==> src/rtl/spi_cmd_slave_if.sv <==
// Parallel command/response handshake between spi_cmd_slave and the command decoder.
// slave modport = the SPI block, master modport = the decoder / register map.
interface spi_cmd_slave_if #(
    parameter int LEN_SPI      = 32,
    parameter int SPI_CODE_LEN = 6,
    parameter int SPI_ADDR_LEN = 10,
    parameter int SPI_DATA_LEN = 16
);
    // valid/ready: a transfer happens on a clock edge where valid & ready are both 1;
    // the source holds valid and its payload stable until that edge.
    logic                    cmd_valid;
    logic                    cmd_ready;
    logic [SPI_CODE_LEN-1:0] cmd_code;
    logic [SPI_ADDR_LEN-1:0] cmd_addr;
    logic [SPI_DATA_LEN-1:0] cmd_data;
    logic                    rsp_valid;
    logic                    rsp_ready;
    logic [LEN_SPI-1:0]      rsp_data;

    modport slave (
        output cmd_valid, cmd_code, cmd_addr, cmd_data,
        input  cmd_ready,
        input  rsp_valid, rsp_data,
        output rsp_ready
    );

    modport master (
        input  cmd_valid, cmd_code, cmd_addr, cmd_data,
        output cmd_ready,
        output rsp_valid, rsp_data,
        input  rsp_ready
    );
endinterface

==> src/rtl/spi_cmd_slave.sv <==
// Oversampled SPI slave: 32-bit LSB-first command frames in, response word out on miso.
// Optional macro SPI_ECHO_EN: with no pending response, the next frame echoes the last one.
module spi_cmd_slave #(
    parameter int LEN_SPI      = 32,
    parameter int SPI_CODE_LEN = 6,
    parameter int SPI_ADDR_LEN = 10,
    parameter int SPI_DATA_LEN = 16,
    parameter int SYNC_STAGES  = 2
) (
    input  logic                  clk_50M,
    input  logic                  rst,
    input  logic                  sck,
    input  logic                  cs_n,
    input  logic                  mosi,
    output logic                  miso,
    output logic                  frame_err,
    output logic                  overrun,
    output logic [1:0]            dbg_state,
    spi_cmd_slave_if.slave        cmd_if
);
    typedef enum logic [1:0] {
        ST_IDLE  = 2'd0,
        ST_SHIFT = 2'd1,
        ST_DONE  = 2'd2
    } state_t;

    localparam int CNT_W = $clog2(LEN_SPI + 2);
    localparam int IDX_W = $clog2(LEN_SPI);
    localparam logic [CNT_W-1:0] CNT_LEN = CNT_W'(LEN_SPI);
    localparam logic [CNT_W-1:0] CNT_MAX = CNT_W'(LEN_SPI + 1);

    logic [SYNC_STAGES-1:0]  sck_sync_q, sck_sync_d;
    logic [SYNC_STAGES-1:0]  cs_sync_q, cs_sync_d;
    logic [SYNC_STAGES-1:0]  mosi_sync_q, mosi_sync_d;
    logic                    sck_prev_q, sck_prev_d;
    logic                    cs_prev_q, cs_prev_d;
    state_t                  state_q, state_d;
    logic [CNT_W-1:0]        bit_cnt_q, bit_cnt_d;
    logic [LEN_SPI-1:0]      rx_shift_q, rx_shift_d;
    logic [LEN_SPI-1:0]      tx_shift_q, tx_shift_d;
    logic                    pending_q, pending_d;
    logic                    rsp_ready_q, rsp_ready_d;
    logic                    cmd_valid_q, cmd_valid_d;
    logic [SPI_CODE_LEN-1:0] cmd_code_q, cmd_code_d;
    logic [SPI_ADDR_LEN-1:0] cmd_addr_q, cmd_addr_d;
    logic [SPI_DATA_LEN-1:0] cmd_data_q, cmd_data_d;
    logic                    frame_err_q, frame_err_d;
    logic                    overrun_q, overrun_d;

    logic sck_s, cs_s, mosi_s, sck_fall, cs_fall, cs_rise, rsp_accept;

    assign sck_s    = sck_sync_q[SYNC_STAGES-1];
    assign cs_s     = cs_sync_q[SYNC_STAGES-1];
    assign mosi_s   = mosi_sync_q[SYNC_STAGES-1];
    assign sck_fall = sck_prev_q & ~sck_s;
    // cs history resets low so a frame cut by reset needs a fresh high->low edge
    assign cs_fall  = cs_prev_q & ~cs_s;
    assign cs_rise  = ~cs_prev_q & cs_s;
    assign rsp_accept = cmd_if.rsp_valid & rsp_ready_q;

    always_comb begin
        sck_sync_d  = {sck_sync_q[SYNC_STAGES-2:0], sck};
        cs_sync_d   = {cs_sync_q[SYNC_STAGES-2:0], cs_n};
        mosi_sync_d = {mosi_sync_q[SYNC_STAGES-2:0], mosi};
        sck_prev_d  = sck_s;
        cs_prev_d   = cs_s;
        state_d     = state_q;
        bit_cnt_d   = bit_cnt_q;
        rx_shift_d  = rx_shift_q;
        tx_shift_d  = tx_shift_q;
        pending_d   = pending_q;
        cmd_valid_d = cmd_valid_q;
        cmd_code_d  = cmd_code_q;
        cmd_addr_d  = cmd_addr_q;
        cmd_data_d  = cmd_data_q;
        frame_err_d = frame_err_q;
        overrun_d   = overrun_q;

        if (cmd_valid_q && cmd_if.cmd_ready) begin
            cmd_valid_d = 1'b0;
        end

        case (state_q)
            ST_IDLE: begin
                if (rsp_accept) begin
                    tx_shift_d = cmd_if.rsp_data;
                    pending_d  = 1'b1;
                end
                if (cs_fall) begin
                    state_d    = ST_SHIFT;
                    bit_cnt_d  = '0;
                    rx_shift_d = '0;
                end
            end
            ST_SHIFT: begin
                // a fall seen together with the cs rise still belongs to this frame
                if (sck_fall) begin
                    if (bit_cnt_q < CNT_LEN) begin
                        rx_shift_d[bit_cnt_q[IDX_W-1:0]] = mosi_s;
                    end
                    if (bit_cnt_q != CNT_MAX) begin
                        bit_cnt_d = bit_cnt_q + 1'b1;
                    end
                    tx_shift_d = tx_shift_q >> 1;
                end
                if (cs_rise) begin
                    state_d = ST_DONE;
                end
            end
            ST_DONE: begin
                state_d   = ST_IDLE;
                pending_d = 1'b0;
`ifdef SPI_ECHO_EN
                tx_shift_d = pending_q ? '0 : rx_shift_q;
`else
                tx_shift_d = '0;
`endif
                if (bit_cnt_q != CNT_LEN) begin
                    frame_err_d = 1'b1;
                end else if (rx_shift_q[LEN_SPI-1 -: SPI_CODE_LEN] == '0) begin
                    cmd_valid_d = cmd_valid_d;
                end else if (cmd_valid_q) begin
                    overrun_d = 1'b1;
                end else begin
                    cmd_valid_d = 1'b1;
                    cmd_code_d  = rx_shift_q[LEN_SPI-1 -: SPI_CODE_LEN];
                    cmd_addr_d  = rx_shift_q[SPI_DATA_LEN +: SPI_ADDR_LEN];
                    cmd_data_d  = rx_shift_q[SPI_DATA_LEN-1:0];
                end
            end
            default: state_d = ST_IDLE;
        endcase

        rsp_ready_d = (state_d == ST_IDLE) && !pending_d;
    end

    always_ff @(posedge clk_50M) begin
        if (rst) begin
            sck_sync_q  <= '1;
            cs_sync_q   <= '0;
            mosi_sync_q <= '0;
            sck_prev_q  <= 1'b1;
            cs_prev_q   <= 1'b0;
            state_q     <= ST_IDLE;
            bit_cnt_q   <= '0;
            rx_shift_q  <= '0;
            tx_shift_q  <= '0;
            pending_q   <= 1'b0;
            rsp_ready_q <= 1'b0;
            cmd_valid_q <= 1'b0;
            cmd_code_q  <= '0;
            cmd_addr_q  <= '0;
            cmd_data_q  <= '0;
            frame_err_q <= 1'b0;
            overrun_q   <= 1'b0;
        end else begin
            sck_sync_q  <= sck_sync_d;
            cs_sync_q   <= cs_sync_d;
            mosi_sync_q <= mosi_sync_d;
            sck_prev_q  <= sck_prev_d;
            cs_prev_q   <= cs_prev_d;
            state_q     <= state_d;
            bit_cnt_q   <= bit_cnt_d;
            rx_shift_q  <= rx_shift_d;
            tx_shift_q  <= tx_shift_d;
            pending_q   <= pending_d;
            rsp_ready_q <= rsp_ready_d;
            cmd_valid_q <= cmd_valid_d;
            cmd_code_q  <= cmd_code_d;
            cmd_addr_q  <= cmd_addr_d;
            cmd_data_q  <= cmd_data_d;
            frame_err_q <= frame_err_d;
            overrun_q   <= overrun_d;
        end
    end

    assign miso             = tx_shift_q[0];
    assign frame_err        = frame_err_q;
    assign overrun          = overrun_q;
    assign dbg_state        = state_q;
    assign cmd_if.cmd_valid = cmd_valid_q;
    assign cmd_if.cmd_code  = cmd_code_q;
    assign cmd_if.cmd_addr  = cmd_addr_q;
    assign cmd_if.cmd_data  = cmd_data_q;
    assign cmd_if.rsp_ready = rsp_ready_q;
endmodule
==> src/flat_wrapper.sv <==
// flat-port wrapper written by rule: the top's interface ports become plain ports
module spi_cmd_slave_flat 
#(
    parameter int LEN_SPI      = 32,
    parameter int SPI_CODE_LEN = 6,
    parameter int SPI_ADDR_LEN = 10,
    parameter int SPI_DATA_LEN = 16,
    parameter int SYNC_STAGES  = 2
)
  (clk_50M, rst, sck, cs_n, mosi, miso, frame_err, overrun, dbg_state, cmd_if_cmd_valid, cmd_if_cmd_code, cmd_if_cmd_addr, cmd_if_cmd_data, cmd_if_cmd_ready, cmd_if_rsp_valid, cmd_if_rsp_data, cmd_if_rsp_ready);
  spi_cmd_slave_if #(.LEN_SPI(LEN_SPI), .SPI_CODE_LEN(SPI_CODE_LEN), .SPI_ADDR_LEN(SPI_ADDR_LEN), .SPI_DATA_LEN(SPI_DATA_LEN)) cmd_if_i ();
  input  logic clk_50M;
  input  logic rst;
  input  logic sck;
  input  logic cs_n;
  input  logic mosi;
  output logic miso;
  output logic frame_err;
  output logic overrun;
  output logic [1:0] dbg_state;
  output wire logic [$bits(cmd_if_i.cmd_valid)-1:0] cmd_if_cmd_valid;
  output wire logic [$bits(cmd_if_i.cmd_code)-1:0] cmd_if_cmd_code;
  output wire logic [$bits(cmd_if_i.cmd_addr)-1:0] cmd_if_cmd_addr;
  output wire logic [$bits(cmd_if_i.cmd_data)-1:0] cmd_if_cmd_data;
  input wire logic [$bits(cmd_if_i.cmd_ready)-1:0] cmd_if_cmd_ready;
  input wire logic [$bits(cmd_if_i.rsp_valid)-1:0] cmd_if_rsp_valid;
  input wire logic [$bits(cmd_if_i.rsp_data)-1:0] cmd_if_rsp_data;
  output wire logic [$bits(cmd_if_i.rsp_ready)-1:0] cmd_if_rsp_ready;
  assign cmd_if_cmd_valid = cmd_if_i.cmd_valid;
  assign cmd_if_cmd_code = cmd_if_i.cmd_code;
  assign cmd_if_cmd_addr = cmd_if_i.cmd_addr;
  assign cmd_if_cmd_data = cmd_if_i.cmd_data;
  assign cmd_if_i.cmd_ready = cmd_if_cmd_ready;
  assign cmd_if_i.rsp_valid = cmd_if_rsp_valid;
  assign cmd_if_i.rsp_data = cmd_if_rsp_data;
  assign cmd_if_rsp_ready = cmd_if_i.rsp_ready;
  spi_cmd_slave #(.LEN_SPI(LEN_SPI), .SPI_CODE_LEN(SPI_CODE_LEN), .SPI_ADDR_LEN(SPI_ADDR_LEN), .SPI_DATA_LEN(SPI_DATA_LEN), .SYNC_STAGES(SYNC_STAGES)) u_core (.clk_50M(clk_50M), .rst(rst), .sck(sck), .cs_n(cs_n), .mosi(mosi), .miso(miso), .frame_err(frame_err), .overrun(overrun), .dbg_state(dbg_state), .cmd_if(cmd_if_i));
endmodule
==> config.mk <==
export PLATFORM = sky130hd
export DESIGN_NAME = spi_cmd_slave_flat
export DESIGN_NICKNAME = d
export VERILOG_FILES = /design/src/rtl/spi_cmd_slave_if.sv /design/src/rtl/spi_cmd_slave.sv /design/src/flat_wrapper.sv
export SDC_FILE = /design/constraint.sdc
export NUM_CORES = 1
export LEC_CHECK = 0
export CAP_MARGIN = 10
export CORE_MARGIN = 5
export CORE_UTILIZATION = 45
export CTS_CLUSTER_DIAMETER = 30
export DETAILED_ROUTE_END_ITERATION = 7
export DONT_BUFFER_PORTS = 1
export HOLD_SLACK_MARGIN = 0.15
export PLACE_DENSITY = 0.72
export SETUP_SLACK_MARGIN = 0.5
export SYNTH_ARGS = -nofsm -noshare
export SYNTH_HDL_FRONTEND = slang
export SYNTH_SLANG_ARGS = --single-unit
==> constraint.sdc <==
create_clock -name clk_50M -period 2.4 [get_ports clk_50M]
set_input_delay 0.6 -clock clk_50M [delete_from_list [all_inputs] [get_ports clk_50M]]
set_output_delay 0.6 -clock clk_50M [all_outputs]
set_load 0.02 [all_outputs]
==> results of run 1 <==
==> repair_timing <==
action | 4_1_cts | 5_1_grt
gates cloned | 3 | 3
pin swaps | 4 | 9
endpoints found under the setup margin | 78 | 84
hold buffers | 0 | 0
resized for setup | 10 | 19
setup buffers | 3 | 8
endpoints found under the hold margin | 0 | 0
==> cell families after synthesis <==
logic type	share of synthesized area
mux	0.00207
fa+ha+maj	0.0184
buf+inv	0.0615
compound gates	0.270
flops	0.431
simple gates	0.217
==> placed cells by master, fill, tap and decap left out, drive strengths merged, types with 3 or more instances in the layout <==
cell,instances
inv,11
a31oi,20
a21o,5
nor3b,4
or3b,3
dfxtp,117
nand3,77
o21ai,62
clkbuf,24
clkinv,6
nand2b,40
a311oi,36
ha,8
nor2,50
o211ai,19
o31ai,3
buf,29
or4,3
bufinv,3
a21oi,48
nand3b,4
nor3,4
nor2b,8
o21a,8
o311ai,8
or2,4
nand2,16
==> metal layers <==
metal | GRT usage | share of wire
met5 | 0 | 0
met4 | 0.0744 | 0.018
met3 | 0.0636 | 0.082
met2 | 0.310 | 0.48
met1 | 0.246 | 0.42
==> worst max-delay path: stages (launching register included) <==
cell and delay, ps:
dfxtp_1 530, or3b_2 550, o21a_1 200, o311ai_0 280, o21ai_0 140
==> power by group through the flow <==
| stage | Sequential (uW) | Clock, uW | Combinational [uW] |
|---|---|---|---|
| finish | 2060 | 2590 | 330 |
| detailed placement | 2100 | 0 | 237 |
| global route | 2060 | 2730 | 358 |
| floorplan | 2090 | 0 | 217 |
| global placement | 2090 | 0 | 225 |
| CTS | 2050 | 2630 | 278 |
==> path summary, 6_finish.rpt <==
kind,end,cells after the start
worst max-delay path,u_core.rx_shift_q[17]$_SDFFE_PP0P_,4
worst min-delay path,u_core.cmd_if.cmd_addr[6]$_SDFFE_PP0P_,1
worst max register to register,u_core.rx_shift_q[17]$_SDFFE_PP0P_,4
worst min register to register,u_core.sck_sync_q[1]$_SDFF_PP1_,1
==> Yosys cell counts, drive strengths merged, types with 2 or more instances <==
master	instances	share of area
buf	18	0.021
a21o	5	0.0069
ha	8	0.018
nand3b	4	0.0055
nand2b	40	0.048
nand3	77	0.071
o311a	2	0.0037
or3b	3	0.0048
a31oi	20	0.023
nor4b	2	0.0071
or2	4	0.0046
a21oi	48	0.044
dfxtp	117	0.43
a211oi	2	0.0028
nand2	16	0.011
nor3b	4	0.0055
nor2	50	0.035
and3	2	0.0023
o31ai	3	0.0041
o21a	8	0.011
o211ai	19	0.026
or4	3	0.0055
o21ai	62	0.057
clkinv	2	0.0014
nor3	4	0.0037
o311ai	8	0.013
inv	11	0.0076
nor2b	8	0.0092
a311oi	36	0.058
clkbuf	45	0.031
==> per-stage QoR <==
step                 util  hold WS [ps]  area (um2)  std cells
floorplan               -           389        5440        643
global placement    0.460           402        5480        743
detailed placement  0.460           397        5480        743
CTS                 0.523           240        6230        780
global route        0.540           235        6430        791
finish              0.540           266        6430        791
==> registers in the layout, indices dropped and copies added, names as in the netlist <==
signal	flops
u_core.sck_prev_q	1
u_core.cs_prev_q	1
u_core.tx_shift_q	32
u_core.cmd_if.cmd_valid	1
u_core.overrun	1
u_core.frame_err	1
u_core.cmd_if.cmd_data	16
u_core.sck_sync_q	2
u_core.cmd_if.rsp_ready	1
u_core.rx_shift_q	32
u_core.cmd_if.cmd_code	6
u_core.dbg_state	2
u_core.cs_sync_q	2
u_core.bit_cnt_q	6
u_core.pending_q	1
u_core.mosi_sync_q	2
u_core.cmd_if.cmd_addr	10
==> cell type report <==
type / instances / share of cell area
Clock buffer: 22 / 0.0753
Multi-Input combinational cell: 452 / 0.445
Timing Repair Buffer: 31 / 0.0572
Clock inverter: 9 / 0.0195
Tap cell: 147 / 0.0286
Sequential cell: 117 / 0.366
Inverter: 13 / 0.00837
==> metrics.md, run 1 <==
| Metric | Value |
|---|---|
| Clock root cell | `clkbuf_16` |
| Worst R2R Setup Slack | `roughly 570 ps` |
| Int Pwr | `3900 uW` |
| CP max FO | `8` |
| Clock Latency Late Sink | `410 ps` |
| Synthesis-to-layout area growth | `18.3%` |
| Final Slew Violations | `0` |
| Crit. End Element | `flip-flop` |
| RSZ-0062 raised after global routing | `no` |
| Congestion Overflow GR | `0` |
| Clk pin slew, worst setup/hold paths | `50 ps` |
| First-pass GRT wire length | `22,900 um` |
| Area of the core | `11,900 um2` |
| Initial antenna violation count | `0` |
| Final wirelength | `approximately 15,000 um` |
| Max clock buf depth | `2` |
| Sink Count | `around 120` |
| Register area share after synthesis | `0.431` |
| Hold crit path type | `in2reg` |
| EDFF count, synth | `0` |
| Synth async-reset ratio | `0` |
| Crit share post-route | `0.763` |
| Worst hold start | `rst` |
| Area of the multi-input gates | `2860 um2` |
| Hpwl dp | `8410 um` |
| ANT nets after route | `0` |
| Leak | `0.00214 uW` |
| Avg Vias per Cell | `6.25` |
| Number of port buffers | `0` |
| Sw frac | `0.217` |
| Pre-CTS setup slack | `a little over 300 ps` |
| MaxCap Viol Count | `0` |
| Drc violations | `0` |
| Largest net degree at the start of global routing | `112` |
| Fmax | `0.546 GHz` |
| Netlist cell types | `52` |
| Flop pwr share | `0.413` |
| Final WS setup | `569 ps` |
| Maximum vdd drop | `651 uV` |
| Worst relative slew slack | `0.564` |
| Starting DRC count in detailed routing | `457` |
| Hold Vio Cnt, Final | `0` |
| Total iterations of the first detailed-routing run | `7` |
| Synth Warn # | `0` |
| Number of global-route vias before repair | `4,608` |
| Net Count, Synth | `690` |
| Setup TNS | `0 ps` |
| Combinational power share | `0.066` |
| Final Skew | `around 6.2 ps` |
| Seq cells post-synth | `117` |
| GPL Wtd Cong | `0.779` |
| Final setup vio count | `0` |
| DIE AREA | `14,400 um2` |
| Critical path launch point | `u_core.bit_cnt_q[4]$_SDFFE_PP0P_` |
| Layout cell share with drive strength beyond 1 | `0.144` |
| Ys flop type | `dfxtp_1` |
| Arr. time, crit path | `2110 ps` |
| Status | `complete, no violations` |
| CTS tree | `built` |
| Reg area | `2350 um2` |
| Row cnt | `40` |
| Htree depth | `4` |
| PD cells | `~770 nW/um2` |
| GRT Util Overall | `0.195` |
| Tmin final | `~1800 ps` |
| CP Launch Type | `flip-flop` |
| CTS Buf Count | `17` |
| Fill cells | `1,068` |
| Worst EP required | `2680 ps` |
| Die Wd | `120 um` |
| Via Count | `4,944` |
| Die Y-Extent | `120 um` |
| WL per Instance | `about 19 um` |
| Diode count | `0` |
| Clock network fraction of design power | `0.521` |
| Tot Pwr | `roughly 5000 uW` |
| Net Switching | `1080 uW` |
| Top-Level Pins | `just under 80` |
| Syn Inst Count | `643` |
| Reg2reg start | `u_core.bit_cnt_q[4]$_SDFFE_PP0P_` |
| Syn_area_per_cell | `8.45 um2` |
| Initial core utilization | `0.456` |
| Mapped Area | `5430 um2` |
| Final #Nets | `679` |
| Slew @ Worst Pin | `649 ps` |
| WS Path Type | `reg2reg` |
(Power assumes the default switching activity.)
==> run 2, diff against run 1 <==
--- a/config.mk
+++ b/config.mk
@@ -12,7 +12,7 @@
 export DETAILED_ROUTE_END_ITERATION = 7
 export DONT_BUFFER_PORTS = 1
 export HOLD_SLACK_MARGIN = 0.15
-export PLACE_DENSITY = 0.72
+export PLACE_DENSITY = 0.74
 export SETUP_SLACK_MARGIN = 0.5
 export SYNTH_ARGS = -nofsm -noshare
 export SYNTH_HDL_FRONTEND = slang
==> constraint.sdc (replaced) <==
create_clock -name clk_50M -period 1.6 [get_ports clk_50M]
set_input_delay 0.4 -clock clk_50M [delete_from_list [all_inputs] [get_ports clk_50M]]
set_output_delay 0.4 -clock clk_50M [all_outputs]
set_load 0.02 [all_outputs]
==> metrics.md, run 2 (same netlist as run 1, synthesis figures left out) <==
| Metric | Value |
|---|---|
| First-pass GRT wire length | `29,500 um (+29%)` |
| Area of the core | `11,900 um2 (unchanged)` |
| Placed Area | `6190 um2 (+13%)` |
| PD cells | `919 nW/um2 (+19%)` |
| Most frequent cells in the layout | `dfxtp_1, buf_4, dfxtp_4` |
| Final WS setup | `-206 ps (-774 ps)` |
| Int Pwr | `5900 uW (+51%)` |
| RSZ-0062 raised after global routing | `yes` |
| Clock network fraction of design power | `0.496 (-0.025)` |
| Total iterations of the first detailed-routing run | `6 (-1)` |
| Hold crit path type | `in2reg` |
| CP most frequent cell | `buf_12` |
| Critical path, cell by cell | `inv_4 -> ha_4 -> a221oi_4 -> buf_12 -> buf_12 -> buf_16 -> nor2_1 -> a311oi_1` |
| Leak | `0.00287 uW (+34%)` |
| Flop pwr share | `0.389 (-0.024)` |
| Combinational power share | `0.114 (+0.048)` |
| Net Switching | `1940 uW (+80%)` |
| Synthesis-to-layout area growth | `57.0%` |
| Final #Nets | `767 (+13%)` |
| Final Skew | `16.7 ps (+10.4 ps)` |
| Clock root cell | `clkbuf_16` |
| GRT Util Overall | `0.257 (+0.0620)` |
| Initial core utilization | `0.456 (unchanged)` |
| Worst path slowest cell | `dfxtp_4` |
| Max clock buf depth | `2 (unchanged)` |
| Sw frac | `0.248 (+0.0310)` |
| Row cnt | `40 (unchanged)` |
| Final core utilization | `0.716 (+0.177)` |
| Die Wd | `120 um (unchanged)` |
| Arr. time, crit path | `2120 ps (about the same)` |
| Top-Level Pins | `78 (unchanged)` |
| Hpwl dp | `9650 um (+15%)` |
| Hold Vio Cnt, Final | `0 (unchanged)` |
| Slew @ Worst Pin | `803 ps (+153 ps)` |
| Final Slew Violations | `0 (unchanged)` |
| Number of port buffers | `0 (unchanged)` |
| Clock Latency Late Sink | `430 ps (+20 ps)` |
| Final setup vio count | `88 (+88)` |
| Layout cell share with drive strength beyond 1 | `0.479 (+0.334)` |
| Diode count | `0 (unchanged)` |
| Crit share post-route | `1.13 (+0.365)` |
| Maximum vdd drop | `711 uV (+9.2%)` |
| Congestion Overflow GR | `0 (unchanged)` |
| CP max FO | `8 (unchanged)` |
| Fmax | `0.554 GHz (+1.4%)` |
| Final wirelength | `20,500 um (+40%)` |
| Number of global-route vias before repair | `5,637 (+22%)` |
| Hold Buf Count CTS | `5 (+5)` |
| CTS tree | `built` |
| Most common cell after layout, fill and taps aside | `dfxtp_1` |
| Avg Vias per Cell | `6.64 (+6.2%)` |
| Highest cell delay on the worst timing path | `360 ps (-190 ps)` |
| CP Launch Type | `flip-flop` |
| Initial antenna violation count | `0 (unchanged)` |
| Clk pin slew, worst setup/hold paths | `60 ps (about the same)` |
| Worst relative slew slack | `0.464 (-0.101)` |
| Crit. End Element | `flip-flop` |
| Cell family with most CP delay | `compound AO/OA/AOI/OAI gates` |
| Status | `complete, but fails checks` |
| Worst R2R Setup Slack | `-210 ps (-770 ps)` |
| ANT nets after route | `0 (unchanged)` |
| Tmin final | `1810 ps (-25.7 ps)` |
| Sink Count | `117 (unchanged)` |
| Final instance area | `8530 um2 (+33%)` |
| Die Y-Extent | `120 um (unchanged)` |
| WL per Instance | `23.3 um (+26%)` |
| WP buf/inv | `4 (+4)` |
| Starting DRC count in detailed routing | `580 (+27%)` |
| CTS Buf Count | `17 (unchanged)` |
| Via Count | `5,842 (+18%)` |
| DIE AREA | `14,400 um2 (unchanged)` |
| Htree depth | `4 (unchanged)` |
| MaxCap Viol Count | `0 (unchanged)` |
| WS Path Type | `reg2reg` |
| Largest net degree at the start of global routing | `112 (unchanged)` |
| GPL Wtd Cong | `0.887 (+14%)` |
| Failing checks | `negative setup slack` |
| Drc violations | `0 (unchanged)` |
| Worst EP required | `1920 ps (-760 ps)` |
[run 2: through the flow]
| stage | power [uW] | TNS [ps] | instances | hold slack, ps | worst slack (ps) |
|---|---|---|---|---|---|
| after floorplan | 3490 | -2650 | 643 | 389 | -152 |
| after global placement | 3530 | -864 | 797 | 411 | -58.0 |
| after detailed placement | 3560 | -4510 | 797 | 407 | -129 |
| after CTS | 7610 | -2110 | 870 | 30.4 | -79.3 |
| after global routing | 8080 | -11040 | 880 | 36.7 | -244 |
| final | 7840 | -5600 | 880 | 57.0 | -206 |
[run 2: power by group through the flow]
stage | Combinational, uW | Sequential (uW) | Clock (uW)
detailed placement | 420 | 3140 | 0
floorplan | 361 | 3130 | 0
global route | 941 | 3060 | 4080
global placement | 400 | 3130 | 0
CTS | 686 | 3020 | 3900
finish | 897 | 3050 | 3890
[run 2: metal layers]
metal	global-route usage	vias up	wire, um	share of wire
li1	-	2548	-	-
met1	0.294	2850	7600	0.37
met2	0.429	347	10400	0.50
met3	0.0763	97	1670	0.081
met4	0.143	0	895	0.044
met5	0	-	0	0
[run 2: area by class of cell]
cell class | instances | area [um2]
well taps | 147 | 184
flip-flops and latches | 117 | 2500
multi-input cells | 450 | 3630
inverters | 13 | 71.3
clock inverters | 12 | 153
clock buffers | 20 | 447
repair buffers | 121 | 1540
fillers | 751 | 3380
[run 2: what timing repair did]
action,in CTS,in global routing
resized for setup,219,102
endpoints found under the hold margin,104,102
pin swaps,30,47
buffers inserted,23,10
cloned,13,2
setup endpoints to repair,148,150
[run 2: worst paths after layout]
| kind | from | end | cells after the start |
|---|---|---|---|
| worst max-delay path | u_core.dbg_state[1]$_SDFF_PP0_ | u_core.tx_shift_q[11]$_SDFFE_PP0P_ | 8 |
| worst min-delay path | rst | u_core.tx_shift_q[7]$_SDFFE_PP0P_ | 1 |
| worst max register to register | u_core.dbg_state[1]$_SDFF_PP0_ | u_core.tx_shift_q[11]$_SDFFE_PP0P_ | 8 |
| worst min register to register | u_core.sck_sync_q[0]$_SDFF_PP1_ | u_core.sck_sync_q[1]$_SDFF_PP1_ | 1 |
==> run 3, diff against run 2 <==
--- a/config.mk
+++ b/config.mk
@@ -5,6 +5,7 @@
 export SDC_FILE = /design/constraint.sdc
 export NUM_CORES = 1
 export LEC_CHECK = 0
+export ABC_AREA = 1
 export CAP_MARGIN = 10
 export CORE_MARGIN = 5
 export CORE_UTILIZATION = 45
==> metrics.md, run 3 <==
| Metric | Value |
|---|---|
| Status | `complete, no violations` |
| Die Y-Extent | `120 um (about the same)` |
| RSZ-0062 raised after global routing | `yes` |
| Highest cell delay on the worst timing path | `390 ps (+30 ps)` |
| Top cell type's share of synthesized area | `0.431 (about the same)` |
| Sink Count | `117 (unchanged)` |
| Area of the core | `11,900 um2 (unchanged)` |
| Final instance area | `7650 um2 (-10%)` |
| Area of the multi-input gates | `3150 um2 (-13%)` |
| Tmin final | `1580 ps (-225 ps)` |
| WS Path Type | `reg2reg` |
| Final Skew | `10.9 ps (-5.80 ps)` |
| Worst r2r path cells | `9 (+1)` |
| Hold Path Cell Cnt | `1 (unchanged)` |
| Clock root cell | `clkbuf_16` |
| Setup TNS | `0 ps (+5600 ps)` |
| Initial core utilization | `0.456 (about the same)` |
| CTS Buf Count | `17 (unchanged)` |
| Synthesis-to-layout area growth | `40.8%` |
| Fmax | `0.633 GHz (+14%)` |
| Final Slew Violations | `0 (unchanged)` |
| Diode count | `0 (unchanged)` |
| Via Count | `5,326 (-8.8%)` |
| Synth Warn # | `0 (unchanged)` |
| Crit. End Element | `flip-flop` |
| Finished Layout Cells | `1,015 (+15%)` |
| EDFF count, synth | `0 (unchanged)` |
| CP max FO | `8 (unchanged)` |
| Number of port buffers | `0 (unchanged)` |
| Most frequent cells in the layout | `nand2_1, nor2_1, inv_1` |
| Starting DRC count in detailed routing | `259 (-55%)` |
| Synth area leader | `dfxtp_1` |
| Final #Nets | `902 (+18%)` |
| Ys flop type | `dfxtp_1` |
| Drc violations | `0 (unchanged)` |
| Row cnt | `40 (unchanged)` |
| Final WS setup | `19.0 ps (+225 ps)` |
| Most common cell after layout, fill and taps aside | `nand2_1` |
| Initial antenna violation count | `0 (unchanged)` |
| Hold crit path type | `in2reg` |
| Placed Area | `5750 um2 (-7.2%)` |
| Reg area | `2490 um2 (-0.45%)` |
| Largest net degree at the start of global routing | `64 (-43%)` |
| Final wirelength | `15,000 um (-27%)` |
| Most frequent cells after synthesis | `nand2_1, nor2_1, dfxtp_1` |
| Layout cell share with drive strength beyond 1 | `0.348 (-0.131)` |
| Congestion Overflow GR | `0 (unchanged)` |
| Fill cells | `988 (+32%)` |
| Htree depth | `4 (unchanged)` |
| Netlist cell types | `22 (-58%)` |
| Final setup vio count | `0 (-100%)` |
| Hold Buf Count CTS | `6 (+1)` |
| Critical path, cell by cell | `ha_4 -> buf_12 -> nand2_4 -> nand2_2 -> nor2_4 -> clkbuf_16 -> nand2_4 -> nand2_2 -> a21oi_2` |
| Syn Inst Count | `821 (+28%)` |
| CTS tree | `built` |
| PD cells | `987 nW/um2 (+7.4%)` |
| Die Wd | `120 um (about the same)` |
| Clock Latency Late Sink | `420 ps (about the same)` |
| Top-Level Pins | `78 (unchanged)` |
| Count leader, synth | `nand2_1` |
| Synth async-reset ratio | `0 (unchanged)` |
| CP Launch Type | `flip-flop` |
| Slew @ Worst Pin | `426 ps (-376 ps)` |
| Seq cells post-synth | `117 (unchanged)` |
| Worst relative slew slack | `0.713 (+0.249)` |
| Hold Vio Cnt, Final | `0 (unchanged)` |
| Net Count, Synth | `868 (+26%)` |
| Total iterations of the first detailed-routing run | `5 (-1)` |
| Arr. time, crit path | `1890 ps (-230 ps)` |
| DIE AREA | `14,400 um2 (about the same)` |
| Leak | `0.00315 uW (+9.8%)` |
| Max clock buf depth | `2 (unchanged)` |
| GRT Util Overall | `0.189 (-0.0680)` |
| Ranking of synthesized cells by area | `dfxtp_1, nand2_1, o21ai_0, nor2_1, inv_1` |
| Inst Count DP | `943 (+18%)` |
| Crit share post-route | `0.988 (-0.140)` |
| Register area share after synthesis | `0.431 (about the same)` |
| Worst path slowest cell | `dfxtp_4` |
| First-pass GRT wire length | `22,200 um (-25%)` |
| Maximum vdd drop | `697 uV (-2.0%)` |
| MaxCap Viol Count | `0 (unchanged)` |
| Syn_area_per_cell | `6.62 um2 (-22%)` |
| Worst EP required | `1910 ps (about the same)` |
| Hpwl dp | `7540 um (-22%)` |
| Mapped Area | `5440 um2 (about the same)` |
| ANT nets after route | `0 (unchanged)` |
| Clk pin slew, worst setup/hold paths | `60 ps (about the same)` |
| Hold slack final | `48.0 ps (-9.04 ps)` |
| Avg Vias per Cell | `5.25 (-21%)` |
| WL per Instance | `14.8 um (-37%)` |
| GPL Wtd Cong | `0.860 (-3.0%)` |
| Number of global-route vias before repair | `4,678 (-17%)` |
| Pre-CTS setup slack | `49.8 ps (+179 ps)` |
==> run 3: cells by family after synthesis <==
logic type               synth area share
buffers and inverters               0.111
adder cells (fa/ha/maj)            0.0184
AO/OA/AOI/OAI                       0.157
AND/OR/NAND/NOR                     0.283
flip-flops                          0.431
==> run 3: worst paths after layout <==
| check | startpoint | end | slack [ps] |
|---|---|---|---|
| worst max register to register | u_core.dbg_state[0]$_SDFF_PP0_ | u_core.rx_shift_q[31]$_SDFFE_PP0P_ | 20 |
| worst min-delay path | rst | u_core.rx_shift_q[10]$_SDFFE_PP0P_ | 50 |
| worst max-delay path | u_core.dbg_state[0]$_SDFF_PP0_ | u_core.rx_shift_q[31]$_SDFFE_PP0P_ | 20 |
| worst min register to register | u_core.sck_sync_q[0]$_SDFF_PP1_ | u_core.sck_sync_q[1]$_SDFF_PP1_ | 440 |
==> run 3: worst max-delay path, delay by kind of cell, from the launching register on <==
family	cells	cell delay [ps]
buf+inv	2	370
simple gates	5	430
flops	1	390
fa+ha+maj	1	210
compound gates	1	50
==> run 3: where the power goes <==
| group | internal (uW) | switching, uW |
|---|---|---|
| registers | 2970 | 43.4 |
| clock network | 2300 | 1390 |
| logic | 356 | 499 |
| total | 5620 | 1930 |
==> run 3: timing repair <==
item	in CTS	in global routing
gates resized for setup	93	211
cloned	3	10
endpoints found under the hold margin	48	44
setup buffers	12	10
endpoints found under the setup margin	146	150
pin swaps	2	49
==> run 3: layout make-up <==
| type | instances | area share |
|---|---|---|
| clock inverter | 14 | 0.0198 |
| inverter | 96 | 0.0484 |
| clock buffer | 18 | 0.0561 |
| multi-input combinational | 557 | 0.412 |
| timing repair buffer | 66 | 0.114 |
| sequential | 117 | 0.326 |
| tap | 147 | 0.0240 |
==> run 3: per-stage QoR <==
stage	util	total power (uW)
2_1_floorplan	-	3570
6_report	0.642	7550
5_1_grt	0.642	7840
4_1_cts	0.566	7350
3_3_place_gp	0.483	3660
3_5_place_dp	0.483	3670
==> run 3: per-layer routing <==
layer	global-route usage	part of all wire	vias to the layer above
met5	0	0	-
met4	0.0565	0.020	0
met3	0.0636	0.082	22
met2	0.303	0.49	177
met1	0.241	0.41	2463
li1	-	-	2664
